==> config.mk <==
export PLATFORM = sky130hd
export DESIGN_NAME = data_ram_block_reader
export DESIGN_NICKNAME = d
export VERILOG_FILES = /design/src/rtl/data_ram_block_reader.sv
export SDC_FILE = /design/constraint.sdc
export NUM_CORES = 1
export LEC_CHECK = 0
export CORE_MARGIN = 2
export CORE_UTILIZATION = 40
export CTS_BUF_LIST = sky130_fd_sc_hd__clkbuf_8
export DETAILED_ROUTE_END_ITERATION = 10
export GPL_ROUTABILITY_DRIVEN = 1
export GPL_TIMING_DRIVEN = 0
export PLACE_DENSITY_LB_ADDON = 0.1
export SLEW_MARGIN = 30
export SYNTH_ARGS = -nofsm -noshare
export SYNTH_HDL_FRONTEND = slang
export SYNTH_SLANG_ARGS = --single-unit
export TNS_END_PERCENT = 1
==> constraint.sdc <==
create_clock -name clk -period 6.6 [get_ports clk]
set_clock_uncertainty 0.1 [all_clocks]
set_input_delay 1.65 -clock clk [delete_from_list [all_inputs] [get_ports clk]]
set_output_delay 1.65 -clock clk [all_outputs]
set_load 0.05 [all_outputs]
==> src/rtl/data_ram_block_reader.sv <==
// Avalon-MM pipelined read master that fetches a block of consecutive words and
// streams them out in order on a valid/ready port, buffered by a small credit-guarded FIFO.
module data_ram_block_reader #(
    parameter int ADDR_WIDTH = 11,
    parameter int DATA_WIDTH = 32,
    parameter int LEN_WIDTH  = 12,
    parameter int FIFO_DEPTH = 4
) (
    input  logic                  clk,
    input  logic                  reset,

    input  logic                  cmd_valid,
    output logic                  cmd_ready,
    input  logic [ADDR_WIDTH-1:0] cmd_addr,
    input  logic [LEN_WIDTH-1:0]  cmd_len,
    output logic                  busy,
    output logic                  done,

    output logic [ADDR_WIDTH-1:0] avm_address,
    output logic                  avm_read,
    input  logic                  avm_waitrequest,
    input  logic                  avm_readdatavalid,
    input  logic [DATA_WIDTH-1:0] avm_readdata,

    output logic                  src_valid,
    output logic [DATA_WIDTH-1:0] src_data,
    output logic                  src_last,
    input  logic                  src_ready
);

    localparam int PTR_W = (FIFO_DEPTH > 1) ? $clog2(FIFO_DEPTH) : 1;
    localparam int CNT_W = PTR_W + 1;
    localparam logic [CNT_W:0] DEPTH_SUM = (CNT_W + 1)'(FIFO_DEPTH);

    typedef enum logic [1:0] {
        IDLE,
        ISSUE,
        DRAIN
    } state_t;

    state_t                state;
    logic [LEN_WIDTH-1:0]  len_q;
    logic [LEN_WIDTH-1:0]  remaining;
    logic [LEN_WIDTH-1:0]  delivered;
    logic [CNT_W-1:0]      pending;
    logic [CNT_W-1:0]      fifo_count;
    logic [PTR_W-1:0]      wr_ptr;
    logic [PTR_W-1:0]      rd_ptr;
    logic [DATA_WIDTH-1:0] fifo_mem [FIFO_DEPTH];

    logic                  accept;
    logic                  push;
    logic                  pop;
    logic                  last_pop;
    logic [CNT_W-1:0]      pending_next;
    logic [CNT_W-1:0]      count_next;
    logic [LEN_WIDTH-1:0]  remaining_next;
    logic [CNT_W:0]        used_next;
    logic                  credit_ok;

    assign cmd_ready = (state == IDLE);
    assign busy      = (state != IDLE);

    assign src_valid = (fifo_count != '0);
    assign src_data  = src_valid ? fifo_mem[rd_ptr] : '0;
    assign src_last  = src_valid && (delivered == (len_q - LEN_WIDTH'(1)));

    // Returns with nothing outstanding (e.g. stragglers from before a reset) are dropped,
    // so a push can never find the FIFO without a reserved slot.
    always_comb begin
        accept         = avm_read & ~avm_waitrequest;
        push           = avm_readdatavalid & (pending != '0);
        pop            = src_valid & src_ready;
        last_pop       = pop & src_last;
        pending_next   = pending + CNT_W'(accept) - CNT_W'(push);
        count_next     = fifo_count + CNT_W'(push) - CNT_W'(pop);
        remaining_next = remaining - LEN_WIDTH'(accept);
        used_next      = {1'b0, pending_next} + {1'b0, count_next};
        credit_ok      = (used_next < DEPTH_SUM);
    end

    always_ff @(posedge clk) begin
        if (push) begin
            fifo_mem[wr_ptr] <= avm_readdata;
        end
    end

    // A raised read holds its address and its credit until the slave takes it;
    // a new read is only raised when one more word still fits in the FIFO.
    always_ff @(posedge clk) begin
        if (reset) begin
            state       <= IDLE;
            avm_read    <= 1'b0;
            avm_address <= '0;
            done        <= 1'b0;
            len_q       <= '0;
            remaining   <= '0;
            delivered   <= '0;
            pending     <= '0;
            fifo_count  <= '0;
            wr_ptr      <= '0;
            rd_ptr      <= '0;
        end else begin
            done       <= 1'b0;
            pending    <= pending_next;
            fifo_count <= count_next;
            if (push) begin
                wr_ptr <= wr_ptr + PTR_W'(1);
            end
            if (pop) begin
                rd_ptr    <= rd_ptr + PTR_W'(1);
                delivered <= delivered + LEN_WIDTH'(1);
            end

            case (state)
                IDLE: begin
                    if (cmd_valid) begin
                        if (cmd_len == '0) begin
                            done <= 1'b1;
                        end else begin
                            len_q       <= cmd_len;
                            remaining   <= cmd_len;
                            delivered   <= '0;
                            avm_address <= cmd_addr;
                            avm_read    <= 1'b1;
                            state       <= ISSUE;
                        end
                    end
                end

                ISSUE: begin
                    if (accept) begin
                        avm_address <= avm_address + ADDR_WIDTH'(1);
                        remaining   <= remaining_next;
                        if (remaining_next == '0) begin
                            avm_read <= 1'b0;
                            state    <= DRAIN;
                        end else begin
                            avm_read <= credit_ok;
                        end
                    end else if (!avm_read) begin
                        avm_read <= credit_ok;
                    end
                end

                DRAIN: begin
                    if (last_pop) begin
                        state <= IDLE;
                        done  <= 1'b1;
                    end
                end

                default: begin
                    state    <= IDLE;
                    avm_read <= 1'b0;
                end
            endcase
        end
    end

endmodule

Yosys cells after proc, flatten, opt, wreduce, memory -nomap -nowiden:

Memory sizes are Yosys's and may differ from the RTL's. A register that Yosys moved wholly into a read port is not among the register bits.
Index checks and enable logic that the tools add are counted.

* magnitude comparators: 1
* equal/unequal tests: 8
* shift operators: 0
* multiplexer cells: 33
* div/mod/pow operators: 0
* reductions and logical operators: 12
* bitwise logic cells: 7
* $mul: 0
* add/subtract/negate cells: 11

Operators by type and width (count)
* 2-to-1 mux 12 bit: 7
* 2-to-1 mux 11 bit: 3
* 2-to-1 mux 32 bit: 1
* logical NOT 12 bit: 2
* one-hot mux 12 bit (2 select lines): 1
* one-hot mux 11 bit (2 select lines): 1
* 2-to-1 mux 2 bit: 7
* adder 12 x 1 -> 12 bit, second input constant: 1
* equality test 12 bit: 1
* subtractor 12 x 1 -> 12 bit: 1
* subtractor 12 x 1 -> 12 bit, second input constant: 1
* adder 11 x 1 -> 11 bit, second input constant: 1
* 2-to-1 mux 1 bit: 10
* inequality test 2 bit, second input constant: 5
* adder 3 x 1 -> 3 bit: 2
* one-hot mux 2 bit (3 select lines): 1
* AND reduction 3 bit: 2
* nonzero test 3 bit: 2
* subtractor 3 x 1 -> 3 bit: 2
* AND reduction 5 bit: 1
* adder 2 x 1 -> 2 bit, second input constant: 2
* adder 3 x 3 -> 4 bit: 1
* AND 1 bit: 4
* < comparator 4 x 3 -> 1 bit, second input constant: 1
* 9 further kinds: 12

* bits in latches: 0
* flip-flop bits (word level): 61
* output and inout port bits: 49
* memory bits (read-only): 0
* memories: 1
* logic and storage cells: 84
* memory bits (writable): 128

Memory list
* fifo_mem: depth 4, bits a word 32, rd ports 1, clocked after Yosys merged registers in 1, wr ports 1, line 49 `logic [DATA_WIDTH-1:0] fifo_mem [FIFO_DEPTH];`

Longest topological paths before layout:

Gate-level depths: netlist (run 1).

* depth in word-level cells: 9
* gate-level depth with buffers: 15
* depth with buffers taken out: 14

Least setup slack after synthesis (run 1):

OpenSTA, ideal clock, no wires.

* path type: input -> register
* start point: input port avm_readdatavalid
* end point: register avm_read
* data required time: 6.430 ns
* slack: 2.156 ns
* arrival time: 4.273 ns
* cell stages on the path: 15
* cells stage by stage: o31a_1 clkbuf_1 inv_1 ha_1 inv_1 ha_1 inv_1 fa_1 xnor2_1 xnor2_1 ha_1 or4_1 a31oi_1 o21ai_1 a21oi_1

* cells in the longest elaborated chain, start to end: 8

Ends and longest elaborated chain
* start: declaration: line 22 `input logic avm_readdatavalid,`
* AND 1 bit *: line 72 `push = avm_readdatavalid & (pending != '0);`
* net push: line 52 `logic push;`
* adder 3 x 1 -> 3 bit *: line 76 `count_next = fifo_count + CNT_W'(push) - CNT_W'(pop);`
* subtractor 3 x 1 -> 3 bit *: line 76
* net count_next[2]: line 56 `logic [CNT_W-1:0] count_next;`
* adder 3 x 3 -> 4 bit *: line 78 `used_next = {1'b0, pending_next} + {1'b0, count_next};`
* < comparator 4 x 3 -> 1 bit *: line 79 `credit_ok = (used_next < DEPTH_SUM);`
* 2-to-1 mux 1 bit (on tied branches): line 141, 135
* 2-to-1 mux 1 bit *: line 132 `if (accept) begin`
* one-hot mux 1 bit (3 select lines) *: line 115 `case (state)`
* end signal: assignment: line 139 `avm_read <= credit_ok;`
* end signal: assignment: line 142 `avm_read <= credit_ok;`
* end: declaration: line 20 `output logic avm_read,`

Mark *: on every way through the listed nets, which the timed path passes. The rest lies on a longest branch.
A chain may end at the register's enable or synchronous reset.

Worst setup path after layout (run 1):

* start point: register len_q[0]
* end point: output port src_last

* cells in the longest elaborated chain, start to end: 3

Ends and longest elaborated chain
* start: declaration: line 42 `logic [LEN_WIDTH-1:0] len_q;`
* start signal: assignment: line 121 `len_q <= cmd_len;`
* subtractor 12 x 1 -> 12 bit: line 66 `assign src_last = src_valid && (delivered == (len_q - LEN_WIDTH'(1)));`
* equality test 12 bit: line 66
* logical AND 1 bit: line 66
* end: declaration: line 27 `output logic src_last,`

Every way passes these cells.

==> results of run 1 <==
## tightest hold or removal path, stage by stage, from the launching register on
cell and delay [ns]:
dfxtp_1 0.32, nand2_1 0.05, a21oi_1 0.05
## synth_stat cells, types with 9 or more instances
cell / n / area share [%]
mux2i_1: 13 / 1.5
inv_1: 21 / 0.92
buf_2: 9 / 0.53
nor2_1: 58 / 2.5
nand3_1: 14 / 0.82
nand2_1: 39 / 1.7
xor2_1: 21 / 2.2
mux4_2: 32 / 8.4
o21ai_0: 10 / 0.59
ha_1: 15 / 2.2
clkbuf_1: 20 / 0.88
a21oi_1: 21 / 1.2
edfxtp_1: 128 / 45
and2_1: 37 / 2.7
dfxtp_1: 63 / 15
xnor2_1: 16 / 1.6
## final cells by class
type                            count  area (um2)
Buffer                             35         163
Clock buffer                       17         234
Clock inverter                     14         170
Fill cell                        1818       10500
Inverter                           24        90.1
Multi-Input combinational cell    398        3190
Sequential cell                   191        5100
Tap cell                          275         344
Timing Repair Buffer              112        1190
## metal layers
metal / GRT usage [%] / share of wire, % / up-vias
li1: - / - / 2662
met1: 22.7 / 44 / 2773
met2: 30.4 / 50 / 135
met3: 3.45 / 3.6 / 27
met4: 6.23 / 2.1 / 0
met5: 0 / 0 / -
## metrics by stage
stage | util, % | hold slack [ns] | setup WS [ns] | total power, uW
5_1_grt | 49.9 | 0.371 | 1.20 | 4540
4_1_cts | 49.9 | 0.363 | 1.40 | 4360
2_1_floorplan | - | 0.332 | 2.16 | 2950
3_5_place_dp | 48.0 | 0.349 | 1.33 | 3580
6_report | 49.9 | 0.366 | 1.47 | 4300
3_3_place_gp | 47.4 | 0.343 | 1.46 | 3520
## worst max path at each step
stage | cells past startpoint | to
6_report | 10 | src_last
5_1_grt | 10 | src_last
4_1_cts | 10 | src_last
3_5_place_dp | 16 | avm_read
3_3_place_gp | 16 | avm_read
2_1_floorplan | 15 | avm_read
## kinds of logic (layout without fill, tap and decap cells)
group           count (synthesis)  after routing  synth area share (%)
flops                         191            191                  59.7
simple gates                  206            206                  13.2
mux                            45             45                  9.96
xor+xnor                       38             38                  3.98
compound gates                 92             92                  7.54
fa+ha+maj                      17             17                  2.66
buf+inv                        59            202                  2.96
## power by group through the flow
stage	Combinational (uW)	Sequential (uW)	Clock, uW
after CTS	2010	1550	802
after global routing	2130	1570	837
after floorplan	1340	1620	0
final	1980	1550	774
after global placement	1940	1580	0
after detailed placement	2000	1580	0
## flip-flops by register name, summed over array words and instances, names as in the netlist, named ones only
signal	count
avm_address	11
avm_read	1
delivered	12
done	1
fifo_count	3
fifo_mem	128
len_q	12
pending	3
rd_ptr	2
remaining	12
state	2
wr_ptr	2
==> summary.txt, run 1 <==
Run status
  – Run status: finished clean

Placed design
  – Post-DP HPWL: 13.8 mm
  – Post-Place Cells: 1,035
  – Port bufs: 108
  – Placed cell areas: 10,100 um2
  – Gpl congestion: 0.844

Clock tree
  – H-tree levels: 4
  – Max clock buf depth: 2
  – Reg clk slew, reported paths: 0.09 ns
  – Setup Buffers After CTS: 0
  – CTS tree: built
  – Cts bufs inserted: 17
  – Hold Buf Count CTS: 0
  – Cts repair resizes: 0
  – Clock latency on the worst-skew pair: 0.46 ns
  – CTS Sinks: 191
  – CTS root buf: clkbuf_8

Timing
  – Least-Margin Pin Slew: 0.701 ns
  – Final Hold Fails: 0
  – Rel. slew slack: 53.3%
  – Slew Limit Fails: 0
  – Max Clk Rate: 195 MHz
  – Min cycle time layout: 5.13 ns
  – Final TNS setup: 0 ns
  – Final period util: 77.7%
  – Unrepaired setup endpoints after global routing: false
  – Setup violations, final: 0

Route
  – Vias: 5,597
  – Final wirelength: 19.5 mm
  – First-pass iteration count of the detailed router: 4
  – DRC: 0
  – Routed Antenna Nets: 0
  – Avg WL per Cell: 18.3 um
  – Routed vias/inst: 5.25
  – Initial DRC Count: 275

Pwr
  – Clk network pwr share: 18.0%
  – Pint: 2580 uW
  – Power density over the cells: 410 nW/um2
  – Sequential share of power: 36.1%
  – Combinational cell fraction of total power: 45.9%
  – Worst vdd ir: 0.000154 V
  – Leak: 0.00361 uW
  – Psw: 1730 uW
  – Sw Share: 40.1%

Critical path
  – Bufs and invs on worst path: 4
  – CP Max Fanout: 9
  – Kind of cell adding the most delay to the critical path: buffers and inverters
  – R2r worst-path depth: 15
  – Critical Path RT: 4.85 ns
  – RR Endpoint: avm_read
  – Most used cell, CP: inv_1
  – RR Startpoint: pending[1]
  – CP max stage cell: clkdlybuf4s50_1
  – Worst Setup SP: len_q[0]
  – Startpoint Class: flop
  – Reg2reg setup slack: 3.04 ns
  – Arr. time, crit path: 3.38 ns
  – Setup CP Type: flop to output pin
  – Largest stage delay, worst path: 0.83 ns
  – Cell Chain, Critical Path: inv_1 > ha_1 > buf_2 > o21ba_1 > a221oi_1 > a41oi_1 > nor4_4 > inv_1 > nor3b_2 > clkdlybuf4s50_1
  – Worst setup EP type: output pin

Yosys
  – Syn_area_per_cell: 13.2 um2
  – Post-synth EDFFs: 128
  – Top_reg_cell synth: edfxtp_1
  – Net Count, Synth: 726
  – Cell Area, Synth: 8550 um2
  – Post-Syn Instances: 648
  – #FFs+latches synth: 191
  – Asr flop ratio synth: 0%
  – Post-synthesis cell type count: 69
  – Total of warnings raised by yosys: 0
  – Sequential area share after synthesis: 59.7%

Cells and area
  – Layout Area Growth over Synthesis: 22.8%
  – Commonest non-fill, non-tap cells in the layout: edfxtp_1 (128), clkdlybuf4s50_1 (108), dfxtp_1 (63), nor2_1 (58), nand2_1 (39)
  – Final net count: 857
  – Ant. Diodes: 0
  – Share of post-route cells with drive strength above 1: 13.1%
  – Non-filler cells, final: 1,066
  – Most common cell after layout, fill and taps aside: edfxtp_1
  – Post-route design area: 10,500 um2

Floorplanning
  – Height of the chip: 150 um
  – Core area: 21,000 um2
  – Die area: 22,500 um2
  – Starting density of the core: 40.7%
  – Io pins: 110
  – Die width: 150 um
  – Number of cell rows: 53

Global routing
  – Initial antenna violation count: 0
  – Gr ovfl total: 0
  – First-pass GRT wire length: 30.6 mm
  – Largest net degree at the start of global routing: 21
  – Vias in the first global route: 5,683
  – GRT Total Usage: 17.8%

Min path
  – Worst hold start: remaining[0]
  – Worst min path class: flop to flop
  – Min-Delay Endpoint: remaining[0]
  – Hold depth: 2

Run
  – Max-Cap Viols: 0
Note: power is estimated with default switching activity, not from simulation.
==> run 2, diff against run 1 <==
==> constraint.sdc (replaced) <==
create_clock -name clk -period 4.5 [get_ports clk]
set_clock_uncertainty 0.1 [all_clocks]
set_input_delay 1.125 -clock clk [delete_from_list [all_inputs] [get_ports clk]]
set_output_delay 1.125 -clock clk [all_outputs]
set_load 0.05 [all_outputs]
==> summary.txt, run 2 (synthesis results as in run 1) <==
Critical path
  – Reg2reg setup slack: 0.94 ns
  – Startpoint Class: input pin
  – RR Startpoint: pending[1]
  – Worst setup EP type: flop
  – R2r worst-path depth: 15
  – RR Endpoint: avm_read
  – CP Max Fanout: 9
  – Critical Path RT: 4.79 ns
  – Arr. time, crit path: 4.54 ns
  – Setup CP Type: input pin to flop

Placed design
  – Gpl congestion: 0.844
  – Post-DP HPWL: 13.8 mm
  – Placed cell areas: 10,100 um2
  – Port bufs: 108
  – Place WS: -0.248 ns

Route
  – Final wirelength: 19.5 mm
  – First-pass iteration count of the detailed router: 4
  – Vias: 5,600
  – DRC: 0
  – Routed Antenna Nets: 0
  – Avg WL per Cell: 18.3 um
  – Routed vias/inst: 5.25
  – Initial DRC Count: 275

Pwr
  – Worst vdd ir: 0.000226 V
  – Power density over the cells: 602 nW/um2
  – Leak: 0.00361 uW

Global routing
  – Initial antenna violation count: 0
  – GRT Total Usage: 17.8%
  – M1 GR Usage: 22.7%
  – GRT met3 Usage: 3.45%
  – Largest net degree at the start of global routing: 21
  – First-pass GRT wire length: 30.6 mm
  – Vias in the first global route: 5,683
  – Gr busiest metal: met2
  – Gr ovfl total: 0
  – GR Util met2: 30.4%

Floorplanning
  – Die width: 150 um
  – Starting density of the core: 40.7%
  – Io pins: 110
  – Die area: 22,500 um2
  – Core area: 21,000 um2
  – Number of cell rows: 53
  – Height of the chip: 150 um

Timing
  – PnR worst setup slack: 0.242 ns
  – Unrepaired setup endpoints after global routing: false
  – Least-Margin Pin Slew: 0.701 ns
  – Max Clk Rate: 235 MHz
  – Rel. slew slack: 53.3%
  – Slew Limit Fails: 0
  – Setup violations, final: 0
  – Final TNS setup: 0 ns
  – Min cycle time layout: 4.26 ns
  – Final period util: 94.6%
  – Final Hold Fails: 0

Cells and area
  – Ant. Diodes: 0
  – Area of the multi-input gates: 3190 um2
  – Share of post-route cells with drive strength above 1: 13.3%
  – Max FFs per register: 128
  – Post-route design area: 10,500 um2
  – Most common cell after layout, fill and taps aside: edfxtp_1
  – Layout Area Growth over Synthesis: 22.7%
  – Final net count: 857
  – Commonest non-fill, non-tap cells in the layout: edfxtp_1 (128), clkdlybuf4s50_1 (107), dfxtp_1 (63), nor2_1 (58), nand2_1 (39)
  – Seq. cell area: 5100 um2
  – Final Util: 49.9%
  – Biggest register: fifo_mem
  – Number of fill cells: 1,819

Run status
  – Run status: finished clean

Clock tree
  – CTS root buf: clkbuf_8
  – Max clock buf depth: 2
  – Reg clk slew, reported paths: 0.09 ns
  – CTS Sinks: 191
  – Hold Buf Count CTS: 0
  – Cts bufs inserted: 17
  – Clock latency on the worst-skew pair: 0.46 ns
  – H-tree levels: 4
  – CTS tree: built

Min path
  – Min-Delay Endpoint: remaining[0]
  – Worst min path class: flop to flop
  – Hold depth: 2
  – Worst hold start: remaining[0]

Run
  – Max-Cap Viols: 0
run 2: power breakdown:
| part | total, uW | internal [uW] | switching (uW) | leakage (uW) |
|---|---|---|---|---|
| clock network | 1140 | 509 | 627 | 0.000191 |
| registers | 2280 | 2130 | 151 | 0.00168 |
| logic | 2900 | 1140 | 1760 | 0.00174 |
run 2: worst max path at each step:
stage	startpoint	end	slack [ns]
after floorplan	avm_readdatavalid	avm_read	0.58
after detailed placement	avm_readdatavalid	avm_read	-0.25
after CTS	len_q[0]	src_last	0.11
after global placement	avm_readdatavalid	avm_read	-0.12
final	avm_readdatavalid	avm_read	0.24
after global routing	avm_readdatavalid	avm_read	0.07
run 2: stage by stage:
stage | instances | hold WS (ns) | power, uW
4_1_cts | 1066 | 0.363 | 6400
6_report | 1066 | 0.366 | 6310
3_3_place_gp | 1031 | 0.343 | 5160
3_5_place_dp | 1035 | 0.349 | 5260
5_1_grt | 1066 | 0.371 | 6660
2_1_floorplan | 648 | 0.332 | 4330
run 2: cell type report:
type / instances / area share [%]
sequential: 191 / 48.7
clock inverter: 14 / 1.62
clock buffer: 17 / 2.23
tap: 275 / 3.28
multi-input combinational: 398 / 30.5
timing repair buffer: 112 / 11.3
buffer: 35 / 1.55
inverter: 24 / 0.859
run 2: metal layers:
layer | wire (um) | up-vias
met5 | 0 | -
li1 | - | 2662
met3 | 715 | 27
met1 | 8550 | 2774
met2 | 9820 | 137
met4 | 408 | 0
run 2: timing repair:
item | in CTS | in global routing
gates resized for setup | 1 | 2
endpoints found under the setup margin | 1 | 1
cloned | 0 | 0
pin swaps | 0 | 0
setup buffers | 0 | 0
run 2: worst max-delay path, cell delays in order:
cell and delay, ns:
clkdlybuf4s50_1 0.47, o31a_1 0.14, clkbuf_1 0.31, inv_1 0.10
ha_1 0.30, inv_1 0.06, ha_1 0.13, inv_1 0.05
fa_1 0.38, xnor2_1 0.18, xnor2_1 0.17, ha_1 0.26
or4_1 0.51, a31oi_1 0.16, o21ai_1 0.08, a21oi_1 0.12
